### src/rtl/payload_match_reporter.sv
// payload_match_reporter
//
// Waits for the end of a payload, lets the engine pipeline drain, samples the
// sticky match vector of the engine bank, clears the engines for the next
// payload, then streams out the IDs of the matching engines lowest-first over a
// valid/ready interface. After the stream it pulses done and reports how many
// IDs were sent.
//
// Ports
//   clk           single clock
//   reset         synchronous, active-high reset
//   match_in      sticky match outputs, one bit per engine (bit index = ID)
//   eop_in        one-cycle pulse, last payload byte presented to engines
//   eng_clr       one-cycle clear to the engine sod inputs (in the capture cycle)
//   rpt_valid     report ID valid
//   rpt_ready     consumer accepts the ID
//   rpt_id        index of a matching engine
//   rpt_last      final ID for this payload (qualifies rpt_valid)
//   done          one-cycle pulse, reporting for the payload is complete
//   match_cnt     IDs reported for the last payload, held until the next capture
//   busy          high in every state except IDLE
//   err_eop_drop  sticky, an eop_in arrived while busy and was dropped
//
// state    | meaning
// ---------+------------------------------------------------------------
// S_IDLE   | waiting for eop_in
// S_DRAIN  | counting down engine pipeline latency
// S_CAPT   | sample match_in into pending, pulse eng_clr
// S_REPORT | present lowest pending ID, pop it on handshake
// S_DONE   | pulse done, return to idle

module payload_match_reporter #(
  parameter int NUM_ENGINES = 64,
  parameter int ID_W        = 8,
  parameter int DRAIN_CYC   = 2
) (
  input  logic                   clk,
  input  logic                   reset,
  input  logic [NUM_ENGINES-1:0] match_in,
  input  logic                   eop_in,
  output logic                   eng_clr,
  output logic                   rpt_valid,
  input  logic                   rpt_ready,
  output logic [ID_W-1:0]        rpt_id,
  output logic                   rpt_last,
  output logic                   done,
  output logic [ID_W:0]          match_cnt,
  output logic                   busy,
  output logic                   err_eop_drop
);

  typedef enum logic [2:0] {
    S_IDLE,
    S_DRAIN,
    S_CAPT,
    S_REPORT,
    S_DONE
  } state_t;

  // The counter is loaded on the eop cycle, so one count is already spent.
  localparam logic [3:0] DRAIN_LOAD = (DRAIN_CYC == 0) ? 4'd0 : 4'(DRAIN_CYC - 1);
  localparam logic [ID_W:0] CNT_MAX = (ID_W + 1)'(NUM_ENGINES);
  localparam logic [NUM_ENGINES-1:0] ONE = NUM_ENGINES'(1);

  state_t state, state_nxt;

  logic [3:0]             drain_cnt;
  logic [NUM_ENGINES-1:0] pending;
  logic [NUM_ENGINES-1:0] pending_dec;
  logic [ID_W-1:0]        low_idx;
  logic                   single_bit;
  logic                   handshake;

  // pending & (pending - 1) drops the lowest set bit; it is zero exactly when
  // at most one bit is set.
  assign pending_dec = pending - ONE;
  assign single_bit  = (pending != '0) && ((pending & pending_dec) == '0);
  assign handshake   = (state == S_REPORT) && rpt_ready;

  // LSB-first priority encoder: scan downward so the lowest set bit wins.
  always_comb begin
    low_idx = '0;
    for (int i = NUM_ENGINES - 1; i >= 0; i--) begin
      if (pending[i]) low_idx = ID_W'(i);
    end
  end

  // State register
  always_ff @(posedge clk) begin
    if (reset) state <= S_IDLE;
    else       state <= state_nxt;
  end

  // Next-state logic
  always_comb begin
    state_nxt = state;
    unique case (state)
      S_IDLE: begin
        if (eop_in) state_nxt = (DRAIN_CYC == 0) ? S_CAPT : S_DRAIN;
      end
      S_DRAIN: begin
        if (drain_cnt == 4'd0) state_nxt = S_CAPT;
      end
      S_CAPT: begin
        state_nxt = (match_in == '0) ? S_DONE : S_REPORT;
      end
      S_REPORT: begin
        if (rpt_ready && single_bit) state_nxt = S_DONE;
      end
      S_DONE: begin
        state_nxt = S_IDLE;
      end
      default: state_nxt = S_IDLE;
    endcase
  end

  // Outputs
  always_comb begin
    eng_clr   = 1'b0;
    rpt_valid = 1'b0;
    rpt_id    = '0;
    rpt_last  = 1'b0;
    done      = 1'b0;
    busy      = (state != S_IDLE);
    unique case (state)
      S_CAPT:   eng_clr = 1'b1;
      S_REPORT: begin
        rpt_valid = 1'b1;
        rpt_id    = low_idx;
        rpt_last  = single_bit;
      end
      S_DONE:   done = 1'b1;
      default:  ;
    endcase
  end

  // Datapath: drain timer, captured match set, report count, drop flag
  always_ff @(posedge clk) begin
    if (reset) begin
      drain_cnt    <= 4'd0;
      pending      <= '0;
      match_cnt    <= '0;
      err_eop_drop <= 1'b0;
    end else begin
      if (state == S_IDLE && eop_in) begin
        drain_cnt <= DRAIN_LOAD;
      end else if (state == S_DRAIN && drain_cnt != 4'd0) begin
        drain_cnt <= drain_cnt - 4'd1;
      end

      if (state == S_CAPT) begin
        pending   <= match_in;
        match_cnt <= '0;
      end else if (handshake) begin
        pending <= pending & pending_dec;
        if (match_cnt != CNT_MAX) match_cnt <= match_cnt + (ID_W + 1)'(1);
      end

      if (eop_in && state != S_IDLE) err_eop_drop <= 1'b1;
    end
  end

endmodule

### config.mk
export PLATFORM = sky130hd
export DESIGN_NAME = payload_match_reporter
export DESIGN_NICKNAME = d
export VERILOG_FILES = /design/src/rtl/payload_match_reporter.sv
export SDC_FILE = /design/constraint.sdc
export NUM_CORES = 1
export LEC_CHECK = 0
export BUFFER_PORTS_ARGS = -buffer_cell sky130_fd_sc_hd__buf_4
export CORE_MARGIN = 2
export CORE_UTILIZATION = 40
export CTS_CLUSTER_DIAMETER = 40
export DETAILED_ROUTE_END_ITERATION = 10
export RECOVER_POWER = 100
export SLEW_MARGIN = 20
export SYNTH_ARGS = -nofsm -noshare
export SYNTH_HDL_FRONTEND = slang
export SYNTH_SLANG_ARGS = --single-unit
### constraint.sdc
create_clock -name clk -period 2.7 [get_ports clk]
set_input_delay 0.27 -clock clk [delete_from_list [all_inputs] [get_ports clk]]
set_output_delay 0.27 -clock clk [all_outputs]
set_load 0.03 [all_outputs]
==> qor.txt, run 1 <==
Outcome: finished with violations
Failing checks: setup timing
Ys Warns: 0
Vias/cell: 5.92
Highest Clock Rate: 290 MHz
EDFF count, synth: 0
Arrival time worst endpoint: 3180 ps
Final period utilization: 128%
Pwr/cell area: 1340 nW/µm²
# diodes: 0
Synth top area cells: dfxtp_1 (31%), a21oi_1 (7.8%), nand2_1 (5.7%)
Max-slew violations: 0
Peak VDD IR: 0.000554 V
Critical Path Slowest Stage Cell: or4_4
Root Buffer: clkbuf_16
Setup Skew: 10.5 ps
Synthesis-to-layout area growth: 43.5%
Hold Path Class: input port to flop
Share of layout cells above drive strength 1: 33.7%
Hold Crit Depth: 3
Worst setup EP type: primary output
Number of global-route vias before repair: 6010
Worst Hold Path EP: pending[29]$_SDFFE_PP0P_
Max-slew headroom: 42.4%
Most frequent cell after synthesis: a21oi_1
Reg-to-reg startpoint: pending[17]$_SDFFE_PP0P_
R2R setup slack: -560 ps
Cell count after placement: 1057
Post-route ant nets: 0
Sequential fraction of the synthesis area: 30.9%
Crit Reg-Reg Endpoint: state[2]$_SDFFE_PP0P_
Reg2reg path depth: 13
#FFs+latches synth: 81
TritonCTS clock tree: done
Max_cap viols: 0
RSZ-0062 raised after global routing: true
Yosys top cell area share: 30.9%
Total Power: 0.0101 W
GR Overflow Total: 0
Die height: 118 µm
H-Tree Depth: 3
Worst-margin pin slew: 859 ps
Synth Cell Area: 5240 µm²
Nature of the critical path startpoint: flop
Syn Area/Cell: 7.32 µm²
Leakage: 2.95 nW
Buffers added on ports: 88
# IOs: 91
Setup TNS: -2790 ps
Crit path kind: flop to primary output
Yosys cell types: 62
Rows: 41
Largest net degree at the start of global routing: 73
# setup viols final: 10
Worst-path cell chain: or4_4 > nor4_4 > buf_4 > nand3_4 > or4_4 > a21oi_1 > and4_1 > nand4_1 > buf_4 > nor2_4 > buf_6
Syn Inst Count: 716
Starting DRC count in detailed routing: 433
Placer Congestion: 0.998
Total CTS buffers: 9
Drt first pass iters: 7
Worst Hold Launch: match_in[29]
Top_reg_cell synth: dfxtp_1
Clk buf depth: 2
Clk_lat worst skew: 350 ps
CTS sink cnt: 81
Width of the die: 118 µm
Filler cell count: 1227
WL per Instance: 18.3 µm
Post-synth ARST share: 0%
Dpl hpwl: 14.7 mm
First-pass GRT wire length: 31.1 mm
Clk pin slew, worst setup/hold paths: 60 ps
Place WS: -517 ps
Fin cells: 1080
DRC: 0
Minimum clock period: 3450 ps
Core ar.: 12700 µm²
Die area: 14000 µm²
Antenna violations before repair: 0
Final hold viol count: 0
Biggest area consumer among synthesized cells: dfxtp_1
Worst path max stage delay: 570 ps
DRT Wirelength: 19.7 mm
Final nets: 976
Largest fanout on the critical path: 5
DR vias: 6389
PnR worst setup slack: -752 ps
Initial Util: 41.2%
Post-synth top cells: a21oi_1 (82), dfxtp_1 (81), nand2_1 (80), nor2_1 (69), clkbuf_1 (48)
Req. time, crit path: 2430 ps
Gr usage total: 27.4%
sequential cells by signal, indices dropped and copies added, names as in the netlist:
register	cells
pending	64
match_cnt	9
drain_cnt	4
state	3
err_eop_drop	1
metal layers:
metal	vias to the layer above	GRT usage (%)	part of all wire, %
met1	3009	38.8	46
met2	270	41.8	44
met5	-	0	0
met4	0	10.6	3.0
li1	3070	-	-
met3	40	4.10	7.2
cell type report:
| class | instances | area [µm²] | share of cell area, % |
|---|---|---|---|
| multi-input combinational | 551 | 3530 | 47.0 |
| clock buffer | 11 | 243 | 3.23 |
| clock inverter | 3 | 42.5 | 0.566 |
| timing repair buffer | 237 | 1760 | 23.4 |
| tap | 172 | 215 | 2.86 |
| sequential | 81 | 1630 | 21.7 |
| inverter | 25 | 93.8 | 1.25 |
worst max path at each step:
stage	startpoint	end
floorplan	pending[33]$_SDFFE_PP0P_	rpt_last
global placement	pending[15]$_SDFFE_PP0P_	rpt_last
detailed placement	pending[15]$_SDFFE_PP0P_	rpt_last
CTS	pending[35]$_SDFFE_PP0P_	rpt_last
global route	pending[17]$_SDFFE_PP0P_	rpt_last
finish	pending[17]$_SDFFE_PP0P_	rpt_last
logic make-up after synthesis:
| logic type | share of synthesized area [%] |
|---|---|
| AOI/OAI and AO/OA | 28.4 |
| buffers and inverters | 7.04 |
| adders and majority gates | 1.29 |
| DFF | 30.9 |
| other | 0.0716 |
| and+or+nand+nor | 30.1 |
| xor gates and xnor gates | 1.84 |
| muxes | 0.382 |
worst max-delay path, delay by kind of cell, from the launching register on:
kind	cells	cell delay, ps
compound gates	1	140
buf+inv	3	500
flops	1	310
simple gates	7	1890
through the flow:
| stage | cell area (µm²) | util [%] | hold WS (ps) |
|---|---|---|---|
| floorplan | 5270 | - | 406 |
| global placement | 6940 | 54.6 | 458 |
| detailed placement | 6940 | 54.6 | 463 |
| CTS | 7380 | 58.0 | 158 |
| global route | 7520 | 59.1 | 181 |
| finish | 7520 | 59.1 | 163 |
power breakdown:
group	leakage (nW)	total [W]	switching (W)	internal, W
clock	0.137	0.00121	0.000479	0.000729
combinational	2.15	0.00720	0.00387	0.00333
sequential	0.661	0.00169	0.000214	0.00147
total	2.95	0.0101	0.00456	0.00554
timing repair:
action	4_1_cts	5_1_grt
hold buffers	0	0
setup buffers	6	3
pin swaps	22	22
setup endpoints to repair	10	25
hold endpoints to repair	0	0
gates resized for setup	29	52
cell usage in the layout, fill, tap and decap left out, types with 4 or more instances in the layout:
| cell | instances |
|---|---|
| a211oi_2 | 4 |
| o2111ai_1 | 4 |
| nor3_1 | 22 |
| xnor2_1 | 4 |
| o21ai_1 | 4 |
| o21bai_1 | 4 |
| o31ai_2 | 5 |
| o311ai_0 | 10 |
| o211ai_1 | 21 |
| nand4_1 | 15 |
| or2_2 | 5 |
| o31ai_1 | 6 |
| dfxtp_1 | 74 |
| nand2_1 | 79 |
| a21oi_2 | 4 |
| o22ai_1 | 5 |
| nor4_4 | 5 |
| o21ai_0 | 21 |
| xor2_1 | 7 |
| a211oi_1 | 14 |
| o21ai_2 | 6 |
| inv_1 | 24 |
| o311ai_1 | 6 |
| a21oi_1 | 78 |
| nand2b_1 | 7 |
| buf_6 | 7 |
| nor4_1 | 29 |
| buf_4 | 214 |
| o31a_1 | 5 |
| clkbuf_1 | 16 |
| dfxtp_2 | 7 |
| nand3_1 | 30 |
| nor2_1 | 66 |
| or4_4 | 9 |
| or3_1 | 8 |
| clkbuf_16 | 9 |
No activity file was read; power rests on OpenSTA's default activity.
==> inputs of run 2 (changes only) <==
--- a/config.mk
+++ b/config.mk
@@ -6,7 +6,6 @@
 export NUM_CORES = 1
 export LEC_CHECK = 0
 export BUFFER_PORTS_ARGS = -buffer_cell sky130_fd_sc_hd__buf_4
-export CORE_MARGIN = 2
 export CORE_UTILIZATION = 40
 export CTS_CLUSTER_DIAMETER = 40
 export DETAILED_ROUTE_END_ITERATION = 10
==> run 2 against run 1 <==
The run still ends with setup timing left. Register-to-register slack improved by 140 ps. Critical path depth did not move. Worst setup slack got worse by 4.6 ps. Final cell count fell by 0.37%. Critical path type unchanged. Largest cell class unchanged.
==> qor.txt, run 2 (same netlist as run 1, synthesis figures left out) <==
Hold Path Class: input port to flop
Number of global-route vias before repair: 5965 (-0.75%)
Outcome: finished with violations
H-Tree Depth: 3 (unchanged)
Cell count after placement: 1055 (-0.19%)
GR Overflow Total: 0 (unchanged)
Leakage: 2.91 nW (-1.2%)
Filler cell count: 1255 (+2.3%)
Vias/cell: 5.81 (-1.9%)
Total CTS buffers: 9 (unchanged)
WL per Instance: 18.2 µm (-0.72%)
Crit path top cell by count: buf_6
Antenna violations before repair: 0 (unchanged)
Dpl hpwl: 14.7 mm (+0.22%)
Die height: 116 µm (-1.7%)
# diodes: 0 (unchanged)
Clk buf depth: 2 (unchanged)
Biggest regs: pending (64), match_cnt (9), drain_cnt (4)
Worst setup EP type: primary output
First-pass GRT wire length: 30.8 mm (-1.2%)
Post-DP Area: 6920 µm² (-0.40%)
Drt first pass iters: 4 (-3)
Root Buffer: clkbuf_16
Critical Path Slowest Stage Cell: or4_4
CTS sink cnt: 81 (unchanged)
Setup Skew: 13.2 ps (+2.70 ps)
Max-slew violations: 0 (unchanged)
Cts hold-fix bufs: 0 (unchanged)
Worst-path cell chain: or4_4 > nor4_4 > nand4_2 > buf_6 > o31ai_1 > o2111a_1 > and4_1 > nand4_1 > buf_4 > nor2_4 > buf_6
DR vias: 6247 (-2.2%)
Die area: 13600 µm² (-3.3%)
Pwr/cell area: 1340 nW/µm² (-0.41%)
Arrival time worst endpoint: 3190 ps (about the same)
# IOs: 91 (unchanged)
Final period utilization: 128% (+0.17 points)
DRC: 0 (unchanged)
Max-slew headroom: 2.11% (-40 points)
Layout Utilization: 58.3% (-0.76 points)
TritonCTS clock tree: done
Max_cap viols: 0 (unchanged)
Crit path max-delay family: simple AND/OR/NAND/NOR gates
Multi-input logic area: 3450 µm² (-2.3%)
Worst path max stage delay: 560 ps (about the same)
Buffers added on ports: 88 (unchanged)
Share of layout cells above drive strength 1: 31.3% (-2.4 points)
Peak VDD IR: 0.000497 V (-10%)
Place WS: -474 ps (+43.0 ps)
Nature of the critical path startpoint: flop
Total Power: 0.00989 W (-2.1%)
Register Area: 1620 µm² (-0.38%)
Commonest non-fill, non-tap cell in the layout: buf_4
Clk pin slew, worst setup/hold paths: 70 ps (about the same)
Placer Congestion: 0.966 (-3.2%)
Final hold viol count: 0 (unchanged)
Fin cells: 1076 (-0.37%)
Crit path kind: flop to primary output
DRT Wirelength: 19.5 mm (-1.1%)
Req. time, crit path: 2430 ps (about the same)
Post-route ant nets: 0 (unchanged)
Width of the die: 116 µm (-1.7%)
Bufs and invs on worst path: 3 (unchanged)
Most frequent cells in the layout: buf_4 (211), nand2_1 (79), dfxtp_1 (79)
Starting DRC count in detailed routing: 350 (-19%)
Core ar.: 12700 µm² (-0.40%)
Final Cell Area: 7390 µm² (-1.7%)
Failing checks: setup timing
Reg with most FFs: pending
Largest fanout on the critical path: 9 (+4)
Max reg flops: 64 (unchanged)
# setup viols final: 8 (-2)
PnR worst setup slack: -756 ps (-4.58 ps)
Synthesis-to-layout area growth: 41.0%
Rows: 41 (unchanged)
Final nets: 970 (-0.61%)
RSZ-0062 raised after global routing: true
Highest Clock Rate: 289 MHz (-0.13%)
Largest net degree at the start of global routing: 73 (unchanged)
Gr usage total: 29.8% (+2.3 points)
Worst-margin pin slew: 1470 ps (+609 ps)
Minimum clock period: 3460 ps (+4.58 ps)
Initial Util: 41.4% (+0.17 points)
Clk_lat worst skew: 360 ps (about the same)
## run 2: path summary, 6_finish.rpt
check / start / end / slack, ps / cells past startpoint
setup / recovery: pending[32]$_SDFFE_PP0P_ / rpt_last / -760 / 11
hold / removal: match_in[56] / pending[56]$_SDFFE_PP0P_ / 150 / 3
setup reg to reg: pending[32]$_SDFFE_PP0P_ / state[2]$_SDFFE_PP0P_ / -420 / 12
hold reg to reg: err_eop_drop$_SDFFE_PP0P_ / err_eop_drop$_SDFFE_PP0P_ / 500 / 2
## run 2: metrics by stage
stage,setup TNS (ps),hold WS [ps]
2_1_floorplan,-558,406
3_3_place_gp,-1770,456
3_5_place_dp,-1770,498
4_1_cts,-2760,159
5_1_grt,-4580,169
6_report,-2670,153
## run 2: cell type report
cell class	count	share of cell area, %
Tap cell	172	2.91
Clock inverter	4	0.457
Multi-Input combinational cell	551	46.7
Clock buffer	12	3.61
Inverter	25	1.27
Timing Repair Buffer	231	23.1
Sequential cell	81	22.0
## run 2: worst min-delay path: cells and delay by family
kind	cells	cell delay, ps
AO/OA/AOI/OAI	1	50
buffers and inverters	1	110
AND/OR/NAND/NOR	1	50
## run 2: metal layers
layer	part of all wire [%]	vias to the layer above	routed length (µm)	global-route usage, %
met4	2.5	0	488	11.2
met2	46	190	8950	47.0
li1	-	3051	-	-
met5	0	-	0	0
met3	4.8	32	934	4.41
met1	47	2974	9160	40.9
## run 2: what timing repair did
item	4_1_cts	5_1_grt
hold endpoints to repair	0	0
buffers inserted	4	1
gates resized for setup	32	17
setup endpoints to repair	9	16
pin swaps	14	5
## run 2: power by group
| part | total (W) | switching (W) | internal (W) |
|---|---|---|---|
| clock | 0.00125 | 0.000542 | 0.000707 |
| combinational | 0.00695 | 0.00370 | 0.00324 |
| sequential | 0.00169 | 0.000221 | 0.00147 |
==> inputs of run 3 (changes only) <==
--- a/config.mk
+++ b/config.mk
@@ -10,6 +10,7 @@
 export CTS_CLUSTER_DIAMETER = 40
 export DETAILED_ROUTE_END_ITERATION = 10
 export RECOVER_POWER = 100
+export SETUP_SLACK_MARGIN = 0.05
 export SLEW_MARGIN = 20
 export SYNTH_ARGS = -nofsm -noshare
 export SYNTH_HDL_FRONTEND = slang
==> run 3 against run 2 <==
The flow still finishes with violations (setup timing). Core utilization up 0.35 points. Count of clock-buffer cells in the layout down 2. Clock power up 10%. Hold slack better by 8.5 ps. Largest cell class unchanged.
==> qor.txt, run 3 (same netlist as run 1, synthesis figures left out) <==
Arrival time worst endpoint: 3270 ps (+80 ps)
Clock power frac: 13.9% (+1.3 points)
Largest net degree at the start of global routing: 73 (unchanged)
Biggest regs: pending (64), match_cnt (9), drain_cnt (4)
Hold slack: 162 ps (+8.49 ps)
H-Tree Depth: 3 (unchanged)
Largest fanout on the critical path: 9 (unchanged)
Crit path top cell by count: buf_6
Post-route ant nets: 0 (unchanged)
Highest Clock Rate: 283 MHz (-2.3%)
Post-DP Area: 6910 µm² (about the same)
Max_cap viols: 0 (unchanged)
Synthesis-to-layout area growth: 41.9%
Worst Hold Path EP: pending[29]$_SDFFE_PP0P_
Vias/cell: 5.86 (+0.88%)
Worst path max stage delay: 570 ps (about the same)
Crit path kind: flop to primary output
Sequential Power Share: 17.0% (about the same)
Cts hold-fix bufs: 0 (unchanged)
Peak VDD IR: 0.000470 V (-5.4%)
Final Cell Area: 7430 µm² (+0.59%)
Crit path max-delay family: simple AND/OR/NAND/NOR gates
Share of layout cells above drive strength 1: 32.3% (+0.96 points)
Rows: 41 (unchanged)
Outcome: finished with violations
Reg2reg path depth: 12 (unchanged)
RSZ-0062 raised after global routing: true
Starting DRC count in detailed routing: 386 (+10%)
GR Overflow Total: 0 (unchanged)
WL per Instance: 18.2 µm (about the same)
Hold Path Class: input port to flop
Setup TNS: -2670 ps (+5.62 ps)
Switching power: 0.00448 W (+0.39%)
Failing checks: setup timing
TritonCTS clock tree: done
Final hold viol count: 0 (unchanged)
Leakage: 2.92 nW (+0.40%)
Worst setup EP type: primary output
Max reg flops: 64 (unchanged)
Number of global-route vias before repair: 5784 (-3.0%)
Reg with most FFs: pending
Die height: 116 µm (unchanged)
Pwr/cell area: 1340 nW/µm² (about the same)
Worst Hold Launch: match_in[29]
# setup viols final: 8 (unchanged)
Most frequent cells in the layout: buf_4 (208), nand2_1 (79), a21oi_1 (79)
DR vias: 6290 (+0.69%)
Commonest non-fill, non-tap cell in the layout: buf_4
Max-slew headroom: 1.21% (-0.89 points)
Reg-to-reg startpoint: pending[17]$_SDFFE_PP0P_
R2R setup slack: -480 ps (-60 ps)
Nature of the critical path startpoint: flop
DRC: 0 (unchanged)
Gr usage total: 29.5% (-0.30 points)
Antenna violations before repair: 0 (unchanged)
Sw Ratio: 45.0% (-0.13 points)
Hold Crit Depth: 3 (unchanged)
Clk_lat worst skew: 350 ps (about the same)
Core ar.: 12700 µm² (unchanged)
Bufs and invs on worst path: 3 (unchanged)
Clk buf depth: 2 (unchanged)
# diodes: 0 (unchanged)
Width of the die: 116 µm (unchanged)
Drt first pass iters: 8 (+4)
Critical Path Slowest Stage Cell: or4_4
Final nets: 968 (-0.21%)
Total CTS buffers: 9 (unchanged)
First-pass GRT wire length: 30.5 mm (-0.72%)
Total Power: 0.00995 W (+0.69%)
Die area: 13600 µm² (unchanged)
Worst-path cell chain: or4_4 > nor4_4 > nand4_2 > buf_6 > o32ai_1 > o2111a_1 > and4_1 > nand4_1 > buf_4 > nor2_4 > buf_6
# IOs: 91 (unchanged)
CTS sink cnt: 81 (unchanged)
Dpl hpwl: 14.9 mm (+1.4%)
PnR worst setup slack: -839 ps (-82.1 ps)
Pint: 0.00547 W (+0.94%)
Clk pin slew, worst setup/hold paths: 70 ps (about the same)
Crit Reg-Reg Endpoint: state[2]$_SDFFE_PP0P_
DRT Wirelength: 19.5 mm (-0.12%)
Root Buffer: clkbuf_16
Minimum clock period: 3540 ps (+82.1 ps)
Place WS: -625 ps (-151 ps)
Final period utilization: 131% (+3.0 points)
Placer Congestion: 0.951 (-1.6%)
Initial Util: 41.4% (unchanged)
Setup Skew: 6.48 ps (-6.72 ps)
Worst-margin pin slew: 1480 ps (+13.4 ps)
Max-slew violations: 0 (unchanged)
Req. time, crit path: 2430 ps (about the same)
Buffers added on ports: 88 (unchanged)
Combinational power share: 69.1% (-1.2 points)
[run 3: timing repair]
| action | 4_1_cts | 5_1_grt |
|---|---|---|
| buffers inserted | 3 | 1 |
| gates resized for setup | 25 | 38 |
| pin swaps | 9 | 18 |
| endpoints found under the setup margin | 10 | 30 |
[run 3: power by group through the flow]
stage	clock, W	sequential (W)	combinational [W]
2_1_floorplan	0	0.00172	0.00340
3_3_place_gp	0	0.00168	0.00611
3_5_place_dp	0	0.00169	0.00613
4_1_cts	0.00139	0.00167	0.00646
5_1_grt	0.00144	0.00172	0.00738
6_report	0.00138	0.00169	0.00688
[run 3: final cells by class]
cell class	count	area [µm²]
flip-flops and latches	81	1630
repair buffers	229	1700
fillers	1217	5240
clock buffers	10	239
inverters	25	93.8
clock inverters	6	90.1
multi-input cells	551	3470
well taps	172	215
[run 3: worst max-delay path by stage]
stage	from	endpoint	slack, ps	cells past startpoint
2_1_floorplan	pending[33]$_SDFFE_PP0P_	rpt_last	-160	10
3_3_place_gp	pending[16]$_SDFFE_PP0P_	rpt_last	-590	12
3_5_place_dp	pending[16]$_SDFFE_PP0P_	rpt_last	-630	12
4_1_cts	pending[15]$_SDFFE_PP0P_	rpt_last	-850	11
5_1_grt	pending[17]$_SDFFE_PP0P_	rpt_last	-900	11
6_report	pending[17]$_SDFFE_PP0P_	rpt_last	-840	11
[run 3: metal layers]
layer,track usage [%],routed length [µm]
met4,11.4,368
met1,41.9,9490
met2,45.4,8690
met3,3.43,951
met5,0,0
[run 3: per-stage QoR]
stage | util (%) | std cells
6_report | 58.7 | 1074
5_1_grt | 58.7 | 1074
4_1_cts | 58.1 | 1073
2_1_floorplan | - | 717
3_3_place_gp | 54.6 | 1054
3_5_place_dp | 54.6 | 1054
[run 3: worst reg2reg max path, cell delays in order (launching register included)]
cell and delay, ps:
dfxtp_1 310, or4_4 570, nor4_4 380, nand4_2 220, buf_6 190, o32ai_1 250
o2111a_1 250, and4_1 210, nand4_1 100, buf_4 170, buf_4 140, o31a_1 240
nor3_2 90
